File: src/rtl/riscv_pkg.sv
// riscv_pkg: shared types and defaults for the RV32I core control logic
package riscv_pkg;
   localparam int REG_ADDR_DEF = 5;
   typedef enum logic {RUN, FREEZE} pctl_state_t;
endpackage

File: src/rtl/hazard_lu.sv
// hazard_lu: load-use register match between the ID and EX instructions
module hazard_lu import riscv_pkg::*; #(
   parameter int REG_ADDR = REG_ADDR_DEF
) (
   input  logic [REG_ADDR-1:0] rs1,
   input  logic [REG_ADDR-1:0] rs2,
   input  logic [REG_ADDR-1:0] rd,
   input  logic                use1,
   input  logic                use2,
   input  logic                load,
   output logic                hit
);
   // x0 is hardwired, so a load into it never creates a dependency
   assign hit = load && rd != '0 && ((use1 && rs1 == rd) || (use2 && rs2 == rd));
endmodule

File: src/rtl/pipe_ctrl.sv
// pipe_ctrl: pipeline enables, valid bits, memory freeze FSM and stall/flush counters
module pipe_ctrl import riscv_pkg::*; #(
   parameter int REG_ADDR = REG_ADDR_DEF,
   parameter int CNT_W    = 16,
   parameter int TIMEOUT  = 255
) (
   input  logic                CLK,
   input  logic                RST_N,
   input  logic [REG_ADDR-1:0] ID_RS1,
   input  logic [REG_ADDR-1:0] ID_RS2,
   input  logic                ID_USE1,
   input  logic                ID_USE2,
   input  logic [REG_ADDR-1:0] EX_RD,
   input  logic                EX_LOAD,
   input  logic                BR_TAKEN,
   input  logic                IMEM_RDY,
   input  logic                DMEM_REQ,
   input  logic                DMEM_ACK,
   output logic                PC_ENA,
   output logic                PC_SEL,
   output logic                IFID_ENA,
   output logic                IDEX_ENA,
   output logic                EXMEM_ENA,
   output logic                MEMWB_ENA,
   output logic                V_ID,
   output logic                V_EX,
   output logic                V_MEM,
   output logic                V_WB,
   output logic                MEM_ERR,
   output logic [CNT_W-1:0]    STALL_CNT,
   output logic [CNT_W-1:0]    FLUSH_CNT
);
   localparam int TW = $clog2(TIMEOUT + 1);
   pctl_state_t   state;
   logic [TW-1:0] timer;
   logic          lu_hit, frz, flush, lu, fb;
   hazard_lu #(.REG_ADDR(REG_ADDR)) u_lu (
      .rs1(ID_RS1), .rs2(ID_RS2), .rd(EX_RD),
      .use1(ID_USE1), .use2(ID_USE2), .load(EX_LOAD), .hit(lu_hit)
   );
   // Mutually exclusive cases, highest priority first
   always_comb begin
      frz       = V_MEM && DMEM_REQ && !DMEM_ACK;
      flush     = !frz && V_EX && BR_TAKEN;
      lu        = !frz && !flush && V_ID && V_EX && lu_hit;
      fb        = !frz && !flush && !lu && !IMEM_RDY;
      PC_ENA    = !frz && !lu && !fb;
      PC_SEL    = flush;
      IFID_ENA  = !frz && !lu;
      IDEX_ENA  = !frz;
      EXMEM_ENA = !frz;
      MEMWB_ENA = !frz;
   end
   always_ff @(posedge CLK or negedge RST_N) begin
      if (!RST_N) begin
         state     <= RUN;
         timer     <= '0;
         MEM_ERR   <= 1'b0;
         V_ID      <= 1'b0;
         V_EX      <= 1'b0;
         V_MEM     <= 1'b0;
         V_WB      <= 1'b0;
         STALL_CNT <= '0;
         FLUSH_CNT <= '0;
      end else begin
         state   <= frz ? FREEZE : RUN;
         timer   <= !frz ? '0 : state == RUN ? TW'(1) : timer == TW'(TIMEOUT) ? timer : timer + 1'b1;
         MEM_ERR <= MEM_ERR || (frz && timer == TW'(TIMEOUT - 1));
         if (!frz) begin
            V_ID  <= lu ? V_ID : !(flush || fb);
            V_EX  <= !(flush || lu) && V_ID;
            V_MEM <= V_EX;
            V_WB  <= V_MEM;
         end
         if ((lu || fb) && STALL_CNT != '1) STALL_CNT <= STALL_CNT + 1'b1;
         if (flush && FLUSH_CNT != '1) FLUSH_CNT <= FLUSH_CNT + 1'b1;
      end
   end
endmodule
File: config.mk
export PLATFORM = sky130hd
export DESIGN_NAME = pipe_ctrl
export DESIGN_NICKNAME = d
export VERILOG_FILES = /design/src/rtl/riscv_pkg.sv /design/src/rtl/hazard_lu.sv /design/src/rtl/pipe_ctrl.sv
export SDC_FILE = /design/constraint.sdc
export NUM_CORES = 1
export LEC_CHECK = 0
export CORE_MARGIN = 3
export CORE_UTILIZATION = 45
export CTS_BUF_LIST = sky130_fd_sc_hd__clkbuf_16
export DETAILED_ROUTE_END_ITERATION = 10
export GPL_ROUTABILITY_DRIVEN = 0
export PLACE_DENSITY = 0.73
export SKIP_CTS_REPAIR_TIMING = 1
export SYNTH_ARGS = -nofsm -noshare
export SYNTH_HDL_FRONTEND = slang
export SYNTH_SLANG_ARGS = --single-unit
File: constraint.sdc
create_clock -name CLK -period 2.71 [get_ports CLK]
set_input_delay 0.542 -clock CLK [delete_from_list [all_inputs] [get_ports CLK]]
set_output_delay 0.542 -clock CLK [all_outputs]
set_load 0.03 [all_outputs]
# ---- After elaboration in Yosys (flattened, before gate mapping)
# Cells that the tools add are included.
dict set report word_totals {
  regBits 46
  word_cells 60
}
dict set report op_classes {
  addsub 3
  n_eq_ne 7
  n_mux 4
  bitwise 2
  reduce_logical 35
}
# operator count
set ops {}
lappend ops {{adder 16 x 1 -> 16 bit, second input constant} 2}
lappend ops {{!= test 16 bit, second input constant} 2}
lappend ops {{two-way mux 8 bit} 3}
lappend ops {{logical AND 1 bit} 20}
lappend ops {{equality test 8 bit, second input constant} 2}
lappend ops {{equality test 5 bit} 2}
lappend ops {{adder 8 x 1 -> 8 bit, second input constant} 1}
lappend ops {{zero test 1 bit} 8}
lappend ops {{logical OR 1 bit} 5}
lappend ops {{nonzero test 5 bit} 1}
lappend ops {{!= test 3 bit, second input constant} 1}
lappend ops {{inverter 1 bit} 2}
lappend ops {{AND reduction 2 bit} 1}
lappend ops {{two-way mux 1 bit} 1}

# ---- Depth between registers and ports, before layout
dict set report depth {
  word_depth 15
  depth_mapped 7
  mapped_depth_nobuf 7
}

# ---- By module
# A second synthesis with hierarchy kept.
dict set report hier_totals {
  cells_unflattened 233
  area_unflattened_um2 2441.1
}
# mod n_inst cells_each area_per_inst_um2 seq_area_each_um2
set modules_own_cells {}
lappend modules_own_cells {pipe_ctrl 1 216 2307.2 1151.1}
lappend modules_own_cells {hazard_lu 1 17 133.9 0.0}

# ---- Worst setup path after synthesis
# Ideal clock, no wire load.
dict set report synth_timing {
  kind {input to output}
  from {input port EX_RD[0]}
  to {output port PC_ENA}
  arrival_time_ps 1955
  t_required_ps 2168
  path_slack_ps 213
  stages 4
  path_cell_list {or4_1 > o211ai_2 > o21ai_0 > nor2b_1}
}
dict set report synth_via {
  elab_chain_cells 10
}
# item line_no
set synth_lines {}
lappend synth_lines {{start: declaration} pipe_ctrl.sv:13} ;# input logic [REG_ADDR-1:0] EX_RD,
lappend synth_lines {{equality test 5 bit} hazard_lu.sv:14} ;# assign hit = load && rd != '0 && ((use1 && rs1 == rd) || (use2 && rs2 == rd));
lappend synth_lines {{logical AND 1 bit} hazard_lu.sv:14}
lappend synth_lines {{logical OR 1 bit} hazard_lu.sv:14}
lappend synth_lines {{logical AND 1 bit (*)} hazard_lu.sv:14}
lappend synth_lines {{logical AND 1 bit (*)} pipe_ctrl.sv:45} ;# lu = !frz && !flush && V_ID && V_EX && lu_hit;
lappend synth_lines {{zero test 1 bit (*)} {pipe_ctrl.sv:46, pipe_ctrl.sv:47}}
lappend synth_lines {{logical AND 1 bit (2 in series)} pipe_ctrl.sv:46} ;# fb = !frz && !flush && !lu && !IMEM_RDY;
lappend synth_lines {{zero test 1 bit} pipe_ctrl.sv:47} ;# PC_ENA = !frz && !lu && !fb;
lappend synth_lines {{logical AND 1 bit (*)} pipe_ctrl.sv:47}
lappend synth_lines {{end: declaration} pipe_ctrl.sv:19} ;# output logic PC_ENA,
# Mark *: on every way between the ends. The rest lies on a longest branch, timed or not.

# ---- Worst setup path in the final report
dict set report layout_timing {
  from {input port ID_RS1[2]}
  to {output port PC_ENA}
}
dict set report layout_via {
  elab_chain_cells 10
}
# item line_no
set layout_lines {}
lappend layout_lines {{start: declaration} pipe_ctrl.sv:9} ;# input logic [REG_ADDR-1:0] ID_RS1,
lappend layout_lines {{equality test 5 bit (*)} hazard_lu.sv:14}
lappend layout_lines {{logical AND 1 bit (*)} hazard_lu.sv:14}
lappend layout_lines {{logical OR 1 bit (*)} hazard_lu.sv:14}
lappend layout_lines {{logical AND 1 bit (*)} hazard_lu.sv:14}
lappend layout_lines {{logical AND 1 bit (*)} pipe_ctrl.sv:45}
lappend layout_lines {{zero test 1 bit (*)} {pipe_ctrl.sv:46, pipe_ctrl.sv:47}}
lappend layout_lines {{logical AND 1 bit (2 in series)} pipe_ctrl.sv:46}
lappend layout_lines {{zero test 1 bit} pipe_ctrl.sv:47}
lappend layout_lines {{logical AND 1 bit (*)} pipe_ctrl.sv:47}
# Marks and branches as above.

==> flow_summary.ini <==
[run_status]
status = finished clean

[logic_synthesis]
synth_top_flop_cell = dfrtp_1
yosysSeqAreaShare_pct = 49.1
syn_area_sq_um = 2350
postSynthAreaPerCell_sq_um = 10.7
ys_ff_latch = 46
ys_async_sr_fraction_pct = 100
postSynthCellCount = 219
yosysUniqueCellTypes = 46
synth_edf_count = 0
syn_nets = 247
ys_warn_count = 0

[global_route]
grt_pass1_wl_um = 9020
grt_start_max_net_pins = 47
grt_antenna_before_repair = 0
gr-total-overflow = 0
grt_pass1_vias = 1973
track_usage_pct = 18.6

[timing]
finalCritPeriodShare_pct = 94.8
relSlewSlack_pct = 61.0
tightest_slew_ns = 0.585
max_freq_ghz = 0.389
skew_ns = 0.00430
fin_tns_setup_ns = 0
drv_slew = 0
setup_viol = 0
worst_slack_ns = 0.141
fin_crit_ns = 2.57
hold_viol_final = 0
whs_ns = 0.335
grt_setup_unrepaired = no

[layout]
n_antenna_cell = 0
multiInputGateArea_sq_um = 1160
utilization_pct = 67.5
area_growth_pct = 40.3
final_area_sq_um = 3290
drive_gt1_share_pct = 11.3
instances_no_fill = 368
nNetsFinal = 328
fillers = 423
seqCellArea_sq_um = 1150
final_cell_mix = clkdlybuf4s50_1 (57), dfrtp_1 (46), xnor2_1 (29), nand2_1 (19)
layout_commonest_cell = clkdlybuf4s50_1

[critical_path]
worstSetupPathType = primary input to output port
cp-end-kind = output port
cp.required_ns = 2.17
critPathLaunchType = primary input
worstPathArrival_ns = 2.03
worstPathMaxFanout = 3

[pwr]
power_density_nw_per_um2 = 710
power.internal_mw = 1.51
vdd_drop_max_mv = 0.625
seq_power_share_pct = 40.7
switchingPower_mw = 0.832
p_leak_nw = 1.45
switching_share_pct = 35.6
p_clk_share_pct = 24.8
combPwrFrac_pct = 34.5
p_total_mw = 2.34

[drt]
avgViaCountPerCell = 5.18
wire_per_inst_um = 14.4
vias = 1906
drt-met1-wl_um = 2370
top_layer_used = met4
drtPass1Iterations = 4
drtIter0Drc = 45
ant_nets = 0
totalWireLength_um = 5300
wl_met2_um = 2530
met3_wirelength_um = 341
route.detailed.drc = 0

[cts]
cts_inserted_buffers = 5
htreeDepth = 2
clk_pin_slew_worst_paths_ns = 0.06
clk_latency_ns = 0.29
cts_root_buf = clkbuf_16
clk_path_buf_depth = 2
clock-sinks = 46
cts_tree = yes

[placed_design]
placed_area_sq_um = 3140
dpl_worst_slack_ns = -0.0735
port_buffers = 66
dp_hpwl_um = 3890
dp_cells = 360

[die]
die_area_sq_um = 6120
die_y_um = 78.2
pin_count = 67
initial_utilization_pct = 48.1
die_w_um = 78.2
core_area_sq_um = 4880
fp-row-count = 25

[job]
drv_cap = 0

[min_path]
holdCritPathClass = primary input to async pin
-- flip-flops by register name, indices dropped and copies added (netlist names) --
| signal | count |
|---|---|
| STALL_CNT | 16 |
| V_ID | 1 |
| MEM_ERR | 1 |
| timer | 8 |
| V_WB | 1 |
| V_EX | 1 |
| V_MEM | 1 |
| state | 1 |
| FLUSH_CNT | 16 |
-- path summary, 6_finish.rpt --
| check | start | endpoint | slack, ns | cells past startpoint |
|---|---|---|---|---|
| max in group asynchronous | RST_N | FLUSH_CNT[0]$_DFFE_PN0P_ | 1.98 | 2 |
| min in group CLK | state$_DFF_PN0_ | timer[0]$_DFFE_PN0P_ | 0.46 | 1 |
| hold reg to reg | state$_DFF_PN0_ | timer[0]$_DFFE_PN0P_ | 0.46 | 1 |
| hold / removal | RST_N | V_WB$_DFFE_PN0N_ | 0.34 | 2 |
| setup reg to reg | STALL_CNT[0]$_DFFE_PN0P_ | STALL_CNT[15]$_DFFE_PN0P_ | 0.65 | 7 |
| setup / recovery | ID_RS1[2] | PC_ENA | 0.14 | 8 |
-- kinds of logic (layout without fill, tap and decap cells) --
family / Yosys count / in the layout / synth area share (%)
AO/OA/AOI/OAI: 23 / 23 / 7.73
multiplexers: 2 / 2 / 1.12
buffers and inverters: 9 / 91 / 1.76
adder cells (fa/ha/maj): 4 / 4 / 2.13
XOR/XNOR: 44 / 44 / 16.4
flip-flops: 46 / 46 / 49.1
AND/OR/NAND/NOR: 91 / 91 / 21.8
-- power groups by stage --
stage / clock [mW] / sequential (mW) / combinational, mW
after CTS: 0.591 / 0.951 / 0.816
after floorplan: 0 / 1.16 / 0.245
after detailed placement: 0 / 0.957 / 0.811
final: 0.580 / 0.951 / 0.808
after global placement: 0 / 0.958 / 0.802
after global routing: 0.615 / 0.974 / 0.865
-- area by class of cell --
class                           count  area share (%)
Multi-Input combinational cell    164            35.2
Clock buffer                        5            3.80
Clock inverter                      3           0.380
Sequential cell                    46            35.0
Tap cell                           67            2.55
Timing Repair Buffer               76            22.3
Inverter                            7           0.798
-- metal layers --
metal	up-vias	global-route usage, %
li1	926	-
met1	930	23.9
met2	45	30.0
met3	5	5.50
met4	0	6.29
met5	-	0
-- critical path, stage by stage --
cell and delay, ns:
clkdlybuf4s50_1 0.48, xnor2_1 0.13, nand4_1 0.14, o22a_1 0.24, o21ai_1 0.15, buf_4 0.14
nor2b_1 0.04, buf_4 0.16
-- Yosys cell counts (3+ instances only) --
library cell	number	area, sq um
a21oi_1	5	25.0
and2_1	3	18.8
and3_1	5	31.3
and4_1	3	26.3
dfrtp_1	46	1150
ha_1	4	50.1
inv_1	7	26.3
nand2_1	19	71.3
nand3_1	11	55.1
nand4_1	10	62.6
nor2_1	15	56.3
nor3_1	8	40.0
o21ai_0	5	25.0
xnor2_1	29	254
xor2_1	15	131
Power figures use the tool's default switching activity.
